==> config.mk <==
export PLATFORM = sky130hd
export DESIGN_NAME = vmem_fill_arb
export DESIGN_NICKNAME = d
export VERILOG_FILES = /design/src/rtl/vmem_pkg.sv /design/src/rtl/vmem_fill_arb_cursor.sv /design/src/rtl/vmem_fill_arb.sv
export SDC_FILE = /design/constraint.sdc
export NUM_CORES = 1
export LEC_CHECK = 0
export ABC_AREA = 1
export CAP_MARGIN = 25
export CORE_UTILIZATION = 50
export CTS_CLUSTER_DIAMETER = 200
export DETAILED_ROUTE_END_ITERATION = 12
export MAX_ROUTING_LAYER = met4
export PLACE_DENSITY_LB_ADDON = 0.12
export SYNTH_ARGS = -nofsm -noshare
export SYNTH_HDL_FRONTEND = slang
export SYNTH_HIERARCHICAL = 1
export SYNTH_SLANG_ARGS = --single-unit
==> constraint.sdc <==
create_clock -name clk_i -period 3.4 [get_ports clk_i]
set_input_delay 0.34 -clock clk_i [delete_from_list [all_inputs] [get_ports clk_i]]
set_output_delay 0.34 -clock clk_i [all_outputs]
set_load 0.02 [all_outputs]
==> src/rtl/vmem_pkg.sv <==
// Shared constants and types for the vmem rectangle-fill engine.
// Register offsets, control bits, screen defaults and FSM encoding.
package vmem_pkg;

   localparam int SCREEN_W_DEF = 240;
   localparam int SCREEN_H_DEF = 240;

   localparam logic [3:0] REG_CTRL   = 4'h0;
   localparam logic [3:0] REG_ORIGIN = 4'h4;
   localparam logic [3:0] REG_SIZE   = 4'h8;
   localparam logic [3:0] REG_COLOR  = 4'hC;

   localparam int CTRL_START = 0;
   localparam int CTRL_ABORT = 1;

   typedef enum logic {
      ST_IDLE = 1'b0,
      ST_FILL = 1'b1
   } fill_state_e;

   // Clipped extent along one axis: 0 when the origin is off-screen.
   function automatic logic [8:0] clip_len(
      input logic [7:0] org,
      input logic [7:0] len,
      input logic [8:0] lim
   );
      logic [8:0] room;
      room = lim - {1'b0, org};
      if ({1'b0, org} >= lim) return 9'd0;
      if ({1'b0, len} < room) return {1'b0, len};
      return room;
   endfunction

endpackage

==> src/rtl/vmem_fill_arb_cursor.sv <==
// 2-D raster cursor: load origin/limits, advance x first, wrap to x0.
// last flags the final pixel of the rectangle.
module fill_cursor (
   input  logic       clk,
   input  logic       rst,
   input  logic       load,
   input  logic       adv,
   input  logic [8:0] x0,
   input  logic [8:0] y0,
   input  logic [8:0] x_last,
   input  logic [8:0] y_last,
   output logic [8:0] cx,
   output logic [8:0] cy,
   output logic       last
);

   logic [8:0] x0_q;
   logic [8:0] xl_q;
   logic [8:0] yl_q;
   logic [8:0] cx_q;
   logic [8:0] cy_q;

   always_ff @(posedge clk) begin
      if (rst) begin
         x0_q <= '0;
         xl_q <= '0;
         yl_q <= '0;
         cx_q <= '0;
         cy_q <= '0;
      end else if (load) begin
         x0_q <= x0;
         xl_q <= x_last;
         yl_q <= y_last;
         cx_q <= x0;
         cy_q <= y0;
      end else if (adv) begin
         if (cx_q == xl_q) begin
            cx_q <= x0_q;
            cy_q <= cy_q + 9'd1;
         end else begin
            cx_q <= cx_q + 9'd1;
         end
      end
   end

   assign cx   = cx_q;
   assign cy   = cy_q;
   assign last = (cx_q == xl_q) && (cy_q == yl_q);

endmodule

==> src/rtl/vmem_fill_arb.sv <==
// Rectangle-fill engine sharing the vmem write port with CPU stores.
// CPU stores always win; the fill cursor stalls for that cycle.
module vmem_fill_arb
   import vmem_pkg::*;
#(
   parameter int SCREEN_W = SCREEN_W_DEF,
   parameter int SCREEN_H = SCREEN_H_DEF
) (
   input  logic        clk_i,
   input  logic        rst_i,
   input  logic        reg_we_i,
   input  logic [3:0]  reg_addr_i,
   input  logic [31:0] reg_wdata_i,
   output logic [31:0] reg_rdata_o,
   input  logic        pix_we_i,
   input  logic [15:0] pix_addr_i,
   input  logic [2:0]  pix_wdata_i,
   output logic        vmem_we_o,
   output logic [15:0] vmem_addr_o,
   output logic [2:0]  vmem_wdata_o,
   output logic        busy_o
);

   fill_state_e state_q;
   fill_state_e state_d;

   logic [15:0] origin_q;
   logic [15:0] size_q;
   logic [2:0]  color_q;
   logic [2:0]  color_w;
   logic        done_q;

   logic        ctrl_wr;
   logic        start_req;
   logic        abort_req;
   logic [8:0]  ew;
   logic [8:0]  eh;
   logic [8:0]  x0;
   logic [8:0]  y0;
   logic [8:0]  x_last;
   logic [8:0]  y_last;
   logic        zero_sz;

   logic        load;
   logic        fill_req;
   logic        done_set;
   logic        done_clr;
   logic        busy;

   logic [8:0]  cx;
   logic [8:0]  cy;
   logic        last;
   logic [31:0] rd_d;
   logic        unused;

   assign ctrl_wr   = reg_we_i && (reg_addr_i == REG_CTRL);
   assign start_req = ctrl_wr && reg_wdata_i[CTRL_START];
   assign abort_req = ctrl_wr && reg_wdata_i[CTRL_ABORT];

   assign x0      = {1'b0, origin_q[7:0]};
   assign y0      = {1'b0, origin_q[15:8]};
   assign ew      = clip_len(origin_q[7:0], size_q[7:0], 9'(SCREEN_W));
   assign eh      = clip_len(origin_q[15:8], size_q[15:8], 9'(SCREEN_H));
   assign x_last  = x0 + ew - 9'd1;
   assign y_last  = y0 + eh - 9'd1;
   assign zero_sz = (ew == 9'd0) || (eh == 9'd0);

   assign busy   = (state_q == ST_FILL);
   assign busy_o = busy;

   always_ff @(posedge clk_i) begin
      if (rst_i) state_q <= ST_IDLE;
      else       state_q <= state_d;
   end

   // Abort suppresses the fill request of its own cycle.
   always_comb begin
      state_d  = state_q;
      load     = 1'b0;
      fill_req = 1'b0;
      done_set = 1'b0;
      done_clr = 1'b0;
      unique case (state_q)
         ST_IDLE: begin
            if (start_req && !abort_req) begin
               if (zero_sz) begin
                  done_set = 1'b1;
               end else begin
                  load     = 1'b1;
                  done_clr = 1'b1;
                  state_d  = ST_FILL;
               end
            end
         end
         ST_FILL: begin
            if (abort_req) begin
               state_d = ST_IDLE;
            end else if (!pix_we_i) begin
               fill_req = 1'b1;
               if (last) begin
                  done_set = 1'b1;
                  state_d  = ST_IDLE;
               end
            end
         end
         default: state_d = ST_IDLE;
      endcase
   end

   fill_cursor u_cursor (
      .clk    (clk_i),
      .rst    (rst_i),
      .load   (load),
      .adv    (fill_req),
      .x0     (x0),
      .y0     (y0),
      .x_last (x_last),
      .y_last (y_last),
      .cx     (cx),
      .cy     (cy),
      .last   (last)
   );

   always_comb begin
      rd_d = '0;
      unique case (1'b1)
         (reg_addr_i == REG_CTRL):   rd_d = {30'b0, done_q, busy};
         (reg_addr_i == REG_ORIGIN): rd_d = {16'b0, origin_q};
         (reg_addr_i == REG_SIZE):   rd_d = {16'b0, size_q};
         (reg_addr_i == REG_COLOR):  rd_d = {29'b0, color_q};
         default:                    rd_d = '0;
      endcase
   end

   always_ff @(posedge clk_i) begin
      if (rst_i) begin
         origin_q <= '0;
         size_q   <= '0;
         color_q  <= '0;
      end else if (reg_we_i) begin
         unique case (1'b1)
            (reg_addr_i == REG_ORIGIN): origin_q <= reg_wdata_i[15:0];
            (reg_addr_i == REG_SIZE):   size_q   <= reg_wdata_i[15:0];
            (reg_addr_i == REG_COLOR):  color_q  <= reg_wdata_i[2:0];
            default: ;
         endcase
      end
   end

   always_ff @(posedge clk_i) begin
      if (rst_i) begin
         color_w <= '0;
         done_q  <= 1'b0;
      end else begin
         if (load) color_w <= color_q;
         if (done_set)      done_q <= 1'b1;
         else if (done_clr) done_q <= 1'b0;
      end
   end

   always_ff @(posedge clk_i) begin
      if (rst_i) begin
         vmem_we_o    <= 1'b0;
         vmem_addr_o  <= '0;
         vmem_wdata_o <= '0;
         reg_rdata_o  <= '0;
      end else begin
         vmem_we_o   <= pix_we_i || fill_req;
         reg_rdata_o <= rd_d;
         if (pix_we_i) begin
            vmem_addr_o  <= pix_addr_i;
            vmem_wdata_o <= pix_wdata_i;
         end else if (fill_req) begin
            vmem_addr_o  <= {cy[7:0], cx[7:0]};
            vmem_wdata_o <= color_w;
         end
      end
   end

   assign unused = ^{reg_wdata_i[31:16], cx[8], cy[8]};

endmodule

==> reports/results.txt, run 1 <==
Status: complete, but fails checks
Violated checks: negative setup slack
Final Slew Violations: 0
Cell Area, Synth: 0.00728 mm²
Layout cells sized above 1: 26.4%
Global-route wire length before repair: 33000 µm
Antenna violations before repair: 0
Io pins: 112
Crit path cell chain: inv_1 -> nand2_2 -> nand2_2 -> xor2_2 -> ha_1 -> nand2_1 -> nor2_4 -> nand2_4 -> nand2_8 -> buf_4 -> nand2_1 -> nand3_2 -> ha_4 -> inv_1 -> ha_2 -> inv_1 -> fa_2 -> o21ai_2 -> a21oi_2 -> nor2_1 -> nor2_1 -> xor2_1 -> nor2_1 -> nor2_1
Crit end category: flop
Hold Path Stages: 4
Port Buffer Count: 79
Area Overhead vs Synth: 44.8%
Critical R2R Launch: origin_q[11]
Std cell rows: 43
Largest net degree at the start of global routing: 44
Number of setup violations in the final report: 36
CP max-delay cell: dfxtp_1
CTS Buf Count: 17
Vias/cell: 5.48
Syn avg cell area: 7.13 µm²
Adder-cell share of the synthesized area: 8.80%
Hold Startpoint: rst_i
RSZ-0062 raised after global routing: yes
Worst EP required: 3.70 ns
Worst Hold End: size_q[0]
Worst path bufs/invs: 4
Die height: 123 µm
Pre-CTS setup slack: -0.205 ns
DR pass1 iterations: 5
Largest area contributor in the netlist: dfxtp_1
Clk Latency, worst-skew pair: 0.42 ns
Tmin final: 3.84 ns
CTS tree: yes
Post-synth EDFFs: 0
Post-Synth Simple-Gate Area: 23.4%
Post-layout util: 75.1%
Compound-Gate Fraction of Synth Area: 17.2%
Sink Count: 121
Yosys reg bits: 121
CP startpoint kind: flop
Max Cap Violations: 0
CP Data Arrival Time: 4.14 ns
Final worst slack: -0.439 ns
Clk root buf: clkbuf_16
Clock Skews: 0.00944 ns
Worst R2R Setup Slack: -0.44 ns
Crit Path Class: flop to flop
Synth Warn #: 6
FF-to-FF End: u_cursor/yl_q[7]
Clock buffer depth: 2
Clock transition at path regs: 0.06 ns
Final wirelength: 23400 µm
Largest family of logic cells by synthesized area: simple AND/OR/NAND/NOR gates
Family with the most delay on the worst path: simple AND/OR/NAND/NOR gates
Gr usage total: 29.1%
Global placer's final weighted congestion: 0.881
Measured slew at the worst slew-check pin: 0.994 ns
DRC: 0
Grt ovf: 0
Worst path max stage delay: 0.46 ns
Starting Density: 51.8%
Worst VDD drop: 308 µV
Synth Flop Type: dfxtp_1
Post-synth top area share: 33.3%
Sequential cell area: 0.00243 mm²
Pleak: 4.51 nW
Rel. slew slack: 33.6%
Layout filler cell count: 984
Largest cells by area after synthesis: dfxtp_1 33%, nand2_1 9.0%, a21oi_1 8.7%
Core area: 0.0140 mm²
Mux cell area share after synthesis: 0.275%
DIE AREA: 0.0150 mm²
Hold-fix buffers at CTS: 0
Worst R2R Path Depth: 24
Initial DRC Count: 794
PD cells: 385 mW/mm²
Most numerous cell in the Yosys netlist: nand2_1
Antenna diodes: 0
Die W: 123 µm
Antenna Nets Post-Route: 0
Syn Inst Count: 1021
Synth cell types: 43
Number of global-route vias before repair: 6736
DP HPWL: 13200 µm
Final hold vios: 0
Nets: 1309
Synth async-reset ratio: 0%
Via count: 7636
H-tree Lvls: 4
Multi-input logic area: 0.00491 mm²
Crit path top cell by count: nor2_1
Most instantiated cells after synthesis: 174 x nand2_1, 131 x inv_1, 127 x a21oi_1
Achievable Freq: 0.260 GHz
Worst min path class: input port to flop
Seq/Total Area, Yosys: 33.3%
Xor/xnor cell area share of the yosys netlist: 5.36%
WL/cell: 16.8 µm
Final worst path period share: 113%
Critical Path Fanout Max: 6
-- worst max-delay path by stage --
stage                 startpoint          endpoint  slack (ns)  depth (start not counted)
global placement     origin_q[0]  u_cursor/xl_q[7]       -0.14                         24
detailed placement   origin_q[0]  u_cursor/xl_q[7]       -0.21                         24
global route        origin_q[11]  u_cursor/yl_q[8]       -0.65                         26
floorplan            origin_q[0]  u_cursor/xl_q[7]       -0.02                         24
finish              origin_q[11]  u_cursor/yl_q[7]       -0.44                         24
CTS                  origin_q[8]  u_cursor/yl_q[8]       -0.14                         28
-- area by class of cell --
type	count	share of cell area [%]
repair buffers	200	16.6
multi-input cells	723	46.6
well taps	180	2.14
flip-flops and latches	121	23.1
clock inverters	9	1.51
inverters	137	5.22
clock buffers	23	4.82
-- metal layers --
metal | GRT usage (%) | vias to the layer above | share of wire [%]
li1 | - | 3640 | -
met1 | 37.3 | 3550 | 42
met2 | 45.0 | 360 | 48
met3 | 5.30 | 86 | 6.6
met4 | 12.2 | 0 | 3.8
met5 | - | - | 0
-- worst register-to-register path, cell delays in order (launching register included) --
cell	delay [ns]
dfxtp_1	0.46
inv_1	0.12
nand2_2	0.14
nand2_2	0.08
xor2_2	0.25
ha_1	0.30
nand2_1	0.15
nor2_4	0.06
nand2_4	0.13
nand2_8	0.09
buf_4	0.14
nand2_1	0.07
nand3_2	0.13
ha_4	0.23
inv_1	0.05
ha_2	0.16
inv_1	0.06
fa_2	0.40
o21ai_2	0.19
a21oi_2	0.08
nor2_1	0.10
nor2_1	0.05
xor2_1	0.13
nor2_1	0.08
nor2_1	0.05
-- state kept, by name, indices dropped and copies added (netlist names), 9 cells and up --
| signal | count |
|---|---|
| reg_rdata_o | 16 |
| vmem_addr_o | 16 |
| origin_q | 16 |
| u_cursor/x0_q | 9 |
| size_q | 16 |
| u_cursor/yl_q | 9 |
| u_cursor/cx | 9 |
| u_cursor/xl_q | 9 |
| u_cursor/cy | 9 |
-- stage by stage --
stage / hold WS, ns / area, µm² / power [W] / TNS [ns] / cells
after floorplan: 0.441 / 7450 / 0.00176 / -0.0376 / 1038
after global placement: 0.450 / 8800 / 0.00193 / -0.602 / 1326
after detailed placement: 0.454 / 8800 / 0.00193 / -1.05 / 1326
after CTS: 0.386 / 10000 / 0.00400 / -0.541 / 1383
after global routing: 0.449 / 10500 / 0.00418 / -12.74 / 1393
final: 0.434 / 10500 / 0.00406 / -5.63 / 1393
-- layout by cell type (no fill, tap or decap), drive strengths merged --
| cell | count |
|---|---|
| o21ai | 78 |
| clkinv | 5 |
| nand4 | 8 |
| nor3 | 8 |
| nor2 | 99 |
| fa | 2 |
| ha | 48 |
| buf | 122 |
| clkdlybuf4s50 | 78 |
| o211ai | 1 |
| a31oi | 2 |
| conb | 18 |
| xor2 | 28 |
| clkbuf | 23 |
| o22ai | 2 |
| mux2i | 2 |
| clkinvlp | 2 |
| xnor2 | 14 |
| a221oi | 2 |
| a21boi | 7 |
| nand2 | 194 |
| dfxtp | 121 |
| a22oi | 2 |
| nand3 | 67 |
| o31ai | 4 |
| bufinv | 4 |
| a21oi | 135 |
| or2 | 2 |
| inv | 135 |
-- kinds of logic after synthesis --
logic type / count (synthesis)
simple gates: 377
compound gates: 233
xor+xnor: 42
other cells: 1
buf+inv: 195
flops: 121
mux: 2
fa+ha+maj: 50
-- where the power goes --
part	switching, W	internal [W]
logic	0.000300	0.000265
clock network	0.000686	0.00135
registers	0.0000167	0.00144
total	0.00100	0.00306
-- repair_timing --
action	in CTS	in global routing
endpoints found under the setup margin	20	44
setup buffers	26	12
gates cloned	0	1
pin swaps	76	77
resized for setup	72	81
No activity file was read; power rests on OpenSTA's default activity.
==> run 2, diff against run 1 <==
--- a/config.mk
+++ b/config.mk
@@ -12,6 +12,7 @@
 export DETAILED_ROUTE_END_ITERATION = 12
 export MAX_ROUTING_LAYER = met4
 export PLACE_DENSITY_LB_ADDON = 0.12
+export SLEW_MARGIN = 20
 export SYNTH_ARGS = -nofsm -noshare
 export SYNTH_HDL_FRONTEND = slang
 export SYNTH_HIERARCHICAL = 1
==> results of run 2 <==
Final layout, timing and power as in run 1 (identical DEF).
